===== config.mk =====
export PLATFORM = sky130hd
export DESIGN_NAME = spi2dac_mc
export DESIGN_NICKNAME = d
export VERILOG_FILES = /design/src/rtl/spi2dac_mc.sv
export SDC_FILE = /design/constraint.sdc
export NUM_CORES = 1
export LEC_CHECK = 0
export CAP_MARGIN = 10
export CORE_MARGIN = 2
export CORE_UTILIZATION = 58
export CTS_CLUSTER_SIZE = 20
export DETAILED_ROUTE_END_ITERATION = 10
export HOLD_SLACK_MARGIN = 0.06
export MAX_ROUTING_LAYER = met4
export PLACE_DENSITY = 0.91
export SYNTH_ARGS = -nofsm -noshare
export SYNTH_HDL_FRONTEND = slang
export SYNTH_SLANG_ARGS = --single-unit

===== constraint.sdc =====
create_clock -name CLOCK_50 -period 2.7 [get_ports CLOCK_50]
set_input_delay 0.27 -clock CLOCK_50 [delete_from_list [all_inputs] [get_ports CLOCK_50]]
set_output_delay 0.27 -clock CLOCK_50 [all_outputs]
set_load 0.02 [all_outputs]

===== src/rtl/spi2dac_mc.sv =====
// rtl/spi2dac_mc.sv - multi-channel MCP49x2 SPI DAC sequencer with one shared LDAC pulse
// Optional PWM mirror of channel 0 is built when SPI2DAC_MC_PWM_EN is defined.
module spi2dac_mc #(
  parameter int DATA_W  = 10,
  parameter int NCH     = 2,
  parameter int SCK_DIV = 2,
  parameter bit BUF     = 1'b0,
  parameter bit GAIN1X  = 1'b1
) (
  input  logic                    CLOCK_50,
  input  logic                    RESET,
  input  logic                    load,
  input  logic [NCH*DATA_W-1:0]   data_in,
  output logic                    dac_cs,
  output logic                    dac_sck,
  output logic                    dac_sdi,
  output logic                    dac_ld,
  output logic                    busy,
  output logic                    overrun,
  output logic                    pwm_out
);

  localparam int                CNT_W   = (SCK_DIV > 1) ? $clog2(SCK_DIV) : 1;
  localparam logic [CNT_W-1:0]  CNT_MAX = CNT_W'(SCK_DIV - 1);
  localparam logic              LAST_CH = 1'(NCH - 1);

  typedef enum logic [1:0] {S_IDLE, S_SHIFT, S_GAP, S_LDAC} state_t;

  state_t                  r_state;
  state_t                  w_next;
  logic [CNT_W-1:0]        r_cnt;
  logic                    r_sck;
  logic [15:0]             r_shift;
  logic [3:0]              r_bit;
  logic                    r_ch;
  logic [NCH*DATA_W-1:0]   r_data;
  logic                    r_overrun;
  logic                    w_wrap;
  logic                    w_accept;
  logic [2*DATA_W-1:0]     w_in_pad;
  logic [2*DATA_W-1:0]     w_data_pad;

  // Sample is left-justified into the 12-bit DAC field, low bits zero.
  function automatic logic [15:0] frame(input logic ch, input logic [2*DATA_W-1:0] src);
    logic [11:0] v;
    v = 12'(src[(ch ? DATA_W : 0) +: DATA_W]) << (12 - DATA_W);
    return {ch, BUF, GAIN1X, 1'b1, v};
  endfunction

  assign w_wrap     = (r_cnt == CNT_MAX);
  assign w_accept   = (r_state == S_IDLE) && load;
  assign w_in_pad   = (2*DATA_W)'(data_in);
  assign w_data_pad = (2*DATA_W)'(r_data);

  always_ff @(posedge CLOCK_50) begin
    if (RESET) r_state <= S_IDLE;
    else       r_state <= w_next;
  end

  always_comb begin
    w_next = r_state;
    case (r_state)
      S_IDLE:  if (load) w_next = S_SHIFT;
      S_SHIFT: if (w_wrap && r_sck && (r_bit == 4'd15)) w_next = S_GAP;
      S_GAP:   if (w_wrap) w_next = (r_ch == LAST_CH) ? S_LDAC : S_SHIFT;
      S_LDAC:  if (w_wrap) w_next = S_IDLE;
      default: w_next = S_IDLE;
    endcase
  end

  always_comb begin
    dac_cs = 1'b1;
    dac_ld = 1'b1;
    busy   = 1'b1;
    case (r_state)
      S_IDLE:  busy   = 1'b0;
      S_SHIFT: dac_cs = 1'b0;
      S_LDAC:  dac_ld = 1'b0;
      default: ;
    endcase
  end

  assign dac_sck = r_sck;
  assign dac_sdi = r_shift[15];
  assign overrun = r_overrun;

  // The shift register empties itself over 16 falls, so SDI idles at 0 between frames.
  always_ff @(posedge CLOCK_50) begin
    if (RESET) begin
      r_cnt     <= '0;
      r_sck     <= 1'b0;
      r_shift   <= '0;
      r_bit     <= '0;
      r_ch      <= 1'b0;
      r_data    <= '0;
      r_overrun <= 1'b0;
    end else begin
      if (load && (r_state != S_IDLE)) r_overrun <= 1'b1;
      case (r_state)
        S_IDLE: begin
          if (load) begin
            r_data  <= data_in;
            r_ch    <= 1'b0;
            r_shift <= frame(1'b0, w_in_pad);
            r_cnt   <= '0;
            r_bit   <= '0;
            r_sck   <= 1'b0;
          end
        end
        S_SHIFT: begin
          r_cnt <= w_wrap ? '0 : r_cnt + CNT_W'(1);
          if (w_wrap) begin
            r_sck <= ~r_sck;
            if (r_sck) begin
              r_shift <= {r_shift[14:0], 1'b0};
              r_bit   <= r_bit + 4'd1;
            end
          end
        end
        S_GAP: begin
          r_cnt <= w_wrap ? '0 : r_cnt + CNT_W'(1);
          if (w_wrap && (r_ch != LAST_CH)) begin
            r_ch    <= ~r_ch;
            r_shift <= frame(~r_ch, w_data_pad);
            r_bit   <= '0;
            r_sck   <= 1'b0;
          end
        end
        default: r_cnt <= w_wrap ? '0 : r_cnt + CNT_W'(1);
      endcase
    end
  end

`ifdef SPI2DAC_MC_PWM_EN
  logic [DATA_W-1:0] r_pwm_cnt;
  logic [DATA_W-1:0] r_pwm_cmp;
  logic              r_pwm_pend;
  logic              r_pwm;

  // New compare values only land at a counter wrap so no period is cut short.
  always_ff @(posedge CLOCK_50) begin
    if (RESET) begin
      r_pwm_cnt  <= '0;
      r_pwm_cmp  <= '0;
      r_pwm_pend <= 1'b0;
      r_pwm      <= 1'b0;
    end else begin
      r_pwm_cnt <= r_pwm_cnt + DATA_W'(1);
      r_pwm     <= (r_pwm_cmp > r_pwm_cnt);
      if (w_accept) begin
        r_pwm_pend <= 1'b1;
      end else if (r_pwm_pend && (r_pwm_cnt == '1)) begin
        r_pwm_cmp  <= r_data[DATA_W-1:0];
        r_pwm_pend <= 1'b0;
      end
    end
  end

  assign pwm_out = r_pwm;
`else
  assign pwm_out = 1'b0;
`endif

endmodule


**Yosys cells after proc, flatten, opt, wreduce, memory -nomap -nowiden**

Index checks and enable logic that the tools add are counted.

- Input port bits: 23
- Output and inout bits: 7
- Logic and storage cells: 65
- Flip-flop bits (word level): 46

- Add/subtract/negate cells: 2
- Reductions and logical operators: 13
- Mux-type cells: 28
- Bitwise operators: 2
- Eq/ne operators: 11
- Shift-type cells: 1

Operators by type and width:

| kind | number |
|---|---|
| 16-bit two-way mux | 4 |
| 16-bit case mux with 3 select lines | 1 |
| 4-bit two-way mux | 5 |
| 20-bit by 5-bit variable part select with 10-bit output | 1 |
| 2-bit != test (second input constant) | 7 |
| 4-bit case mux with 3 select lines | 1 |
| 2-bit two-way mux | 5 |
| 1-bit two-way mux | 9 |
| 2-bit case mux with 4 select lines | 1 |
| 4-bit AND reduction | 2 |
| 5-bit AND reduction | 1 |
| 4-bit by 1-bit adder with 4-bit output (second input constant) | 1 |
| 2-bit equality test (second input constant) | 2 |
| 4-bit equality test (second input constant) | 1 |
| 1-bit logical AND | 4 |
| 2-bit nonzero test | 2 |
| 1-bit case mux with 3 select lines | 1 |
| 3-bit AND reduction | 1 |
| 3-bit nonzero test | 1 |
| 2-bit by 1-bit equality test with 1-bit output (second input constant) | 1 |
| 2-bit logical NOT | 1 |
| 1-bit NOT | 2 |
| 1-bit case mux with 2 select lines | 1 |
| 2-bit AND reduction | 1 |
| 1-bit adder (second input constant) | 1 |

**Logic depth before layout (Yosys ltp)**

- Word-level depth: 4
- Mapped depth: 9
- Gate-level depth less buffers: 6

**Least setup slack after synthesis**

No wires, ideal clock.

- Path type: register to register
- From: reg r_state[0]
- To: reg r_shift[10]
- Arrival time: 1,626 ps
- Buffers on the path: 3
- Data required time: 2,631 ps
- Cell stages (with the launch flop): 10
- Setup slack: 1,006 ps
- Cells stage by stage: dfxtp_1 inv_1 ha_1 buf_6 nand2_2 o2111a_1 buf_6 buf_8 o2111ai_2 a21oi_2

- Cells in the longest elaborated chain, start to end: 3

Ends and longest elaborated chain:

| what | RTL line | text |
|---|---|---|
| from (decl) | 29 | `state_t r_state;` |
| from (signal assigned) | 57 | `else r_state <= w_next;` |
| 2-bit by 1-bit equality test with 1-bit output, or another cell as far along | 99 | `case (r_state)` |
| 2-bit != test (no source line) / 3-bit nonzero test (equally long branches) | -- |  |
| 5-bit AND reduction (no source line) | -- |  |
| to (signal assigned) | 104 | `r_shift <= frame(1'b0, w_in_pad);` |
| to (signal assigned) | 115 | `r_shift <= {r_shift[14:0], 1'b0};` |
| to (signal assigned) | 124 | `r_shift <= frame(~r_ch, w_data_pad);` |
| to (decl) | 33 | `logic [15:0] r_shift;` |

Several ways; a longest one is shown, not always the timed one.
A chain may end at the register's enable or synchronous reset.

**Final worst setup path**

- From: reg r_state[1]
- To: out dac_cs

- Cells in the longest elaborated chain, start to end: 2

Ends and longest elaborated chain:

| what | RTL line | text |
|---|---|---|
| 2-bit by 1-bit equality test with 1-bit output | 75 | `case (r_state)` |
| 1-bit two-way mux | 75 |  |
| to (decl) | 14 | `output logic dac_cs,` |

No other way between the ends.

==> tab_implementation.tex <==
\begin{tabular}{lr}
\hline
Metric & Value \\
\hline
\multicolumn{2}{l}{\textbf{Synthesis}} \\
\quad Synthesized instance count & 265 \\
\quad Share of the yosys chip area belonging to registers & about two fifths \\
\quad Synth warn & 0 \\
\quad FF+latch count, synth & 44 \\
\quad Post-synthesis average cell area & approximately 8.4 um\^{}2 \\
\quad Synthesized netlist net count & 296 \\
\quad Post-synth design cell area & around 2200 um\^{}2 \\
\quad Number of distinct library cell variants in the gate-level netlist after synthesis & between 40 and 50 \\
\multicolumn{2}{l}{\textbf{Setup path}} \\
\quad Required time at the worst-slack endpoint & 2.43 ns \\
\quad Worst Path Class, Setup & reg2out \\
\quad Critical path peak fanout & 10 \\
\quad Setup crit end kind & output port \\
\quad Kind of start point of the critical path & flop \\
\quad Crit path arrival time & 1.96 ns \\
\multicolumn{2}{l}{\textbf{Route}} \\
\quad Count of antenna-violating nets left after detailed routing & 0 \\
\quad Final routed wirelength across all metal layers & around 5 mm \\
\quad Violation count after the first detailed-routing iteration & about 140 \\
\quad Detailed-route DRC error count & 0 \\
\quad Number of iterations in the first detailed-routing pass & 4 \\
\quad Vias post-DR & roughly 2000 \\
\quad Post-DR wirelength/cell & 15.0 um \\
\quad DR vias/cell & just under 6 \\
\multicolumn{2}{l}{\textbf{GRT}} \\
\quad Highest-utilization routing layer at the global route stage & met2 \\
\quad Global routing met1 resource utilization & around 33\% \\
\quad Total routing resource utilization after global routing & 26.0\% \\
\quad Pin count of the biggest net entering global routing & 24 \\
\quad Global Route met2 Usage & between 40 and 50\% \\
\quad Number of antenna violations at the first check in global routing & 0 \\
\quad Number of global-route vias before repair & between 1500 and 2000 \\
\quad Global-route wire length before repair & around 8.5 mm \\
\quad Fraction of met3 tracks used by global routing & approximately 4.4\% \\
\quad Final global-route overflow total & 0 \\
\multicolumn{2}{l}{\textbf{Layout}} \\
\quad Share of final-layout standard cells stronger than drive strength 1 & around 8.8\% \\
\quad Diodes inserted & 0 \\
\quad Most common cell after layout, fill and taps aside & sky130\_fd\_sc\_hd\_\_nand2\_1 \\
\quad Commonest non-fill, non-tap cells in the layout & 58 x sky130\_fd\_sc\_hd\_\_nand2\_1, 44 x sky130\_fd\_sc\_hd\_\_dfxtp\_1, 38 x sky130\_fd\_sc\_hd\_\_a21oi\_1 \\
\quad Number of nets in the final layout & 315 \\
\quad Post-route cell area & 2570 um\^{}2 \\
\quad Area grow syn2layout & 15.9\% \\
\multicolumn{2}{l}{\textbf{Floorplan}} \\
\quad Die boundary width & 65.8 um \\
\quad Placeable Area & around 3700 um\^{}2 \\
\quad Total number of placement rows & 22 \\
\quad Initial Util & 60.5\% \\
\quad Die height & approximately 66 um \\
\quad Top-level I/O count & 30 \\
\quad Total Die Area & about 4300 um\^{}2 \\
\multicolumn{2}{l}{\textbf{CTS}} \\
\quad Post\_cts resized & 0 \\
\quad Clock tree from TritonCTS & built \\
\quad CTS sink cnt & 44 \\
\quad Buffer count from post-CTS setup fixing & 0 \\
\quad Post-CTS clock slew at the launch and capture registers of the worst setup and hold paths & roughly 0.08 ns \\
\quad CTS Buf Count & 5 \\
\quad Cell at the root of the clock tree & sky130\_fd\_sc\_hd\_\_clkbuf\_8 \\
\quad Clock latency of the later-clocked register in the worst-skew pair & 0.29 ns \\
\quad Clock Tree Buf Depth & 2 \\
\quad Hold-fix buffers at CTS & 0 \\
\quad CTS H-tree depth & 2 \\
\multicolumn{2}{l}{\textbf{Timing}} \\
\quad Period utilization & between 80 and 90\% \\
\quad RSZ-0062 raised after global routing & no \\
\quad Hold violation total from the final report & 0 \\
\quad Max-Slew Margin vs Limit & 44.0\% \\
\quad Minimum clock period & between 2 and 2.5 ns \\
\quad Endpoints failing setup & 0 \\
\quad Highest clock frequency the design can meet & 448 MHz \\
\quad Summed negative setup slack over all endpoints & 0 ns \\
\quad Final Slew Violations & 0 \\
\quad Max Clock Skew & 0.00564 ns \\
\quad Transition time of the tightest slew-check pin & around 0.84 ns \\
\multicolumn{2}{l}{\textbf{Placed design}} \\
\quad Port Buffer Count & 28 \\
\quad Final HPWL from detailed placement & $\sim$3.4 mm \\
\quad Final Wtd Congestion & between 0.7 and 0.8 \\
\quad Standard cell area after detailed placement & 2480 um\^{}2 \\
\multicolumn{2}{l}{\textbf{Status}} \\
\quad Run status & completed \\
\multicolumn{2}{l}{\textbf{Power}} \\
\quad Total power divided by cell area & a little over 1000 nW/um\^{}2 \\
\quad Pleak & a little under 0.9 nW \\
\quad Overall power & $\sim$2.6 mW \\
\quad Maximum vdd ir drop & about 0.57 mV \\
\multicolumn{2}{l}{\textbf{Run}} \\
\quad Count of maximum capacitance violations & 0 \\
\multicolumn{2}{l}{\textbf{Worst hold path}} \\
\quad Classification of the worst-slack hold path & reg2reg \\
\hline
\end{tabular}
==> synthesized netlist by cell type <==
| cell type | instances | share of area, % |
|---|---|---|
| sky130_fd_sc_hd__nand2_2 | 1 | 0.28 |
| sky130_fd_sc_hd__buf_2 | 5 | 1.1 |
| sky130_fd_sc_hd__and3_1 | 2 | 0.56 |
| sky130_fd_sc_hd__conb_1 | 1 | 0.17 |
| sky130_fd_sc_hd__o2111ai_2 | 4 | 2.7 |
| sky130_fd_sc_hd__ha_1 | 8 | 4.5 |
| sky130_fd_sc_hd__o211ai_1 | 9 | 3.0 |
| sky130_fd_sc_hd__clkbuf_1 | 10 | 1.7 |
| sky130_fd_sc_hd__nand3_1 | 3 | 0.68 |
| sky130_fd_sc_hd__o2111ai_4 | 1 | 1.2 |
| sky130_fd_sc_hd__o21ai_1 | 5 | 1.1 |
| sky130_fd_sc_hd__mux2_2 | 1 | 0.51 |
| sky130_fd_sc_hd__mux2i_1 | 9 | 4.1 |
| sky130_fd_sc_hd__o21bai_1 | 1 | 0.34 |
| sky130_fd_sc_hd__nor2b_1 | 2 | 0.56 |
| sky130_fd_sc_hd__nand4b_1 | 1 | 0.40 |
| sky130_fd_sc_hd__a211oi_1 | 1 | 0.34 |
| sky130_fd_sc_hd__nand4_1 | 4 | 1.1 |
| sky130_fd_sc_hd__dfxtp_1 | 44 | 40 |
| sky130_fd_sc_hd__buf_4 | 2 | 0.68 |
| sky130_fd_sc_hd__and2_1 | 1 | 0.28 |
| sky130_fd_sc_hd__a32o_1 | 1 | 0.45 |
| sky130_fd_sc_hd__o2111ai_1 | 5 | 2.0 |
| sky130_fd_sc_hd__nand2b_1 | 2 | 0.56 |
| sky130_fd_sc_hd__buf_6 | 2 | 1.0 |
| sky130_fd_sc_hd__a21oi_1 | 38 | 8.6 |
| sky130_fd_sc_hd__a31oi_1 | 1 | 0.28 |
| sky130_fd_sc_hd__a311oi_1 | 3 | 1.2 |
| sky130_fd_sc_hd__inv_1 | 10 | 1.7 |
| sky130_fd_sc_hd__nand2b_4 | 1 | 0.62 |
| sky130_fd_sc_hd__buf_8 | 1 | 0.68 |
| sky130_fd_sc_hd__nand2_1 | 58 | 9.8 |
| sky130_fd_sc_hd__o32ai_1 | 2 | 0.79 |
| sky130_fd_sc_hd__o2111a_1 | 1 | 0.51 |
| sky130_fd_sc_hd__buf_1 | 2 | 0.34 |
| sky130_fd_sc_hd__nor2_4 | 1 | 0.51 |
| sky130_fd_sc_hd__o21ai_0 | 10 | 2.3 |
| sky130_fd_sc_hd__nor2_1 | 3 | 0.51 |
| sky130_fd_sc_hd__or3_1 | 2 | 0.56 |
| sky130_fd_sc_hd__o211a_1 | 1 | 0.45 |
| sky130_fd_sc_hd__a21oi_2 | 4 | 1.6 |
| sky130_fd_sc_hd__nor3_1 | 2 | 0.45 |
==> sequential cells by signal (all words and copies together), names as in the netlist <==
register,cells
r_cnt,1
r_ch,1
r_data,20
r_shift,14
overrun,1
r_bit,4
dac_sck,1
r_state,2
==> layer usage <==
| metal | part of all wire, % | wire length (um) |
|---|---|---|
| met1 | 44 | 2170 |
| met2 | 50 | 2480 |
| met3 | 5.6 | 278 |
| met4 | 1.1 | 57 |
| met5 | 0 | 0 |
==> per-stage QoR <==
step	utilization, %	std cells	hold slack, ns	setup WS (ns)
6_report	70.2	333	0.457	0.466
5_1_grt	70.2	333	0.483	0.392
4_1_cts	70.2	333	0.458	0.489
3_5_place_dp	67.7	325	0.448	0.725
3_3_place_gp	67.7	325	0.440	0.842
2_1_floorplan	-	265	0.406	1.01
==> where the power goes <==
part / switching [mW] / leakage (nW) / internal, mW
clock network: 0.216 / 0.0455 / 0.209
logic: 0.766 / 0.471 / 0.478
registers: 0.118 / 0.360 / 0.821
==> cells by family after synthesis <==
kind of cell             synth area share, %
AO/OA/AOI/OAI                           26.8
AND/OR/NAND/NOR                         16.9
flip-flops                              39.8
buffers and inverters                   7.23
multiplexers                            4.57
adder cells (fa/ha/maj)                 4.52
other                                  0.169
==> worst paths after layout <==
path	startpoint	end	slack [ns]	cells past startpoint
setup reg to reg	r_state[1]	r_shift[12]	0.67	7
hold reg to reg	r_data[6]	r_data[6]	0.46	2
setup / recovery	r_state[1]	dac_cs	0.47	4
hold / removal	r_data[6]	r_data[6]	0.46	2
==> cell type report <==
class | instances | area, um^2
timing repair buffer | 34 | 325
sequential | 44 | 881
multi-input combinational | 189 | 1170
fill | 309 | 1090
clock buffer | 8 | 90.1
tap | 48 | 60.1
inverter | 10 | 37.5
==> worst max-delay path, stage by stage (launching register included) <==
cell and delay, ns:
sky130_fd_sc_hd__dfxtp_1 0.43, sky130_fd_sc_hd__inv_1 0.13, sky130_fd_sc_hd__ha_1 0.37, sky130_fd_sc_hd__inv_1 0.12, sky130_fd_sc_hd__clkdlybuf4s50_1 0.60
Note: power is estimated with default switching activity, not from simulation.
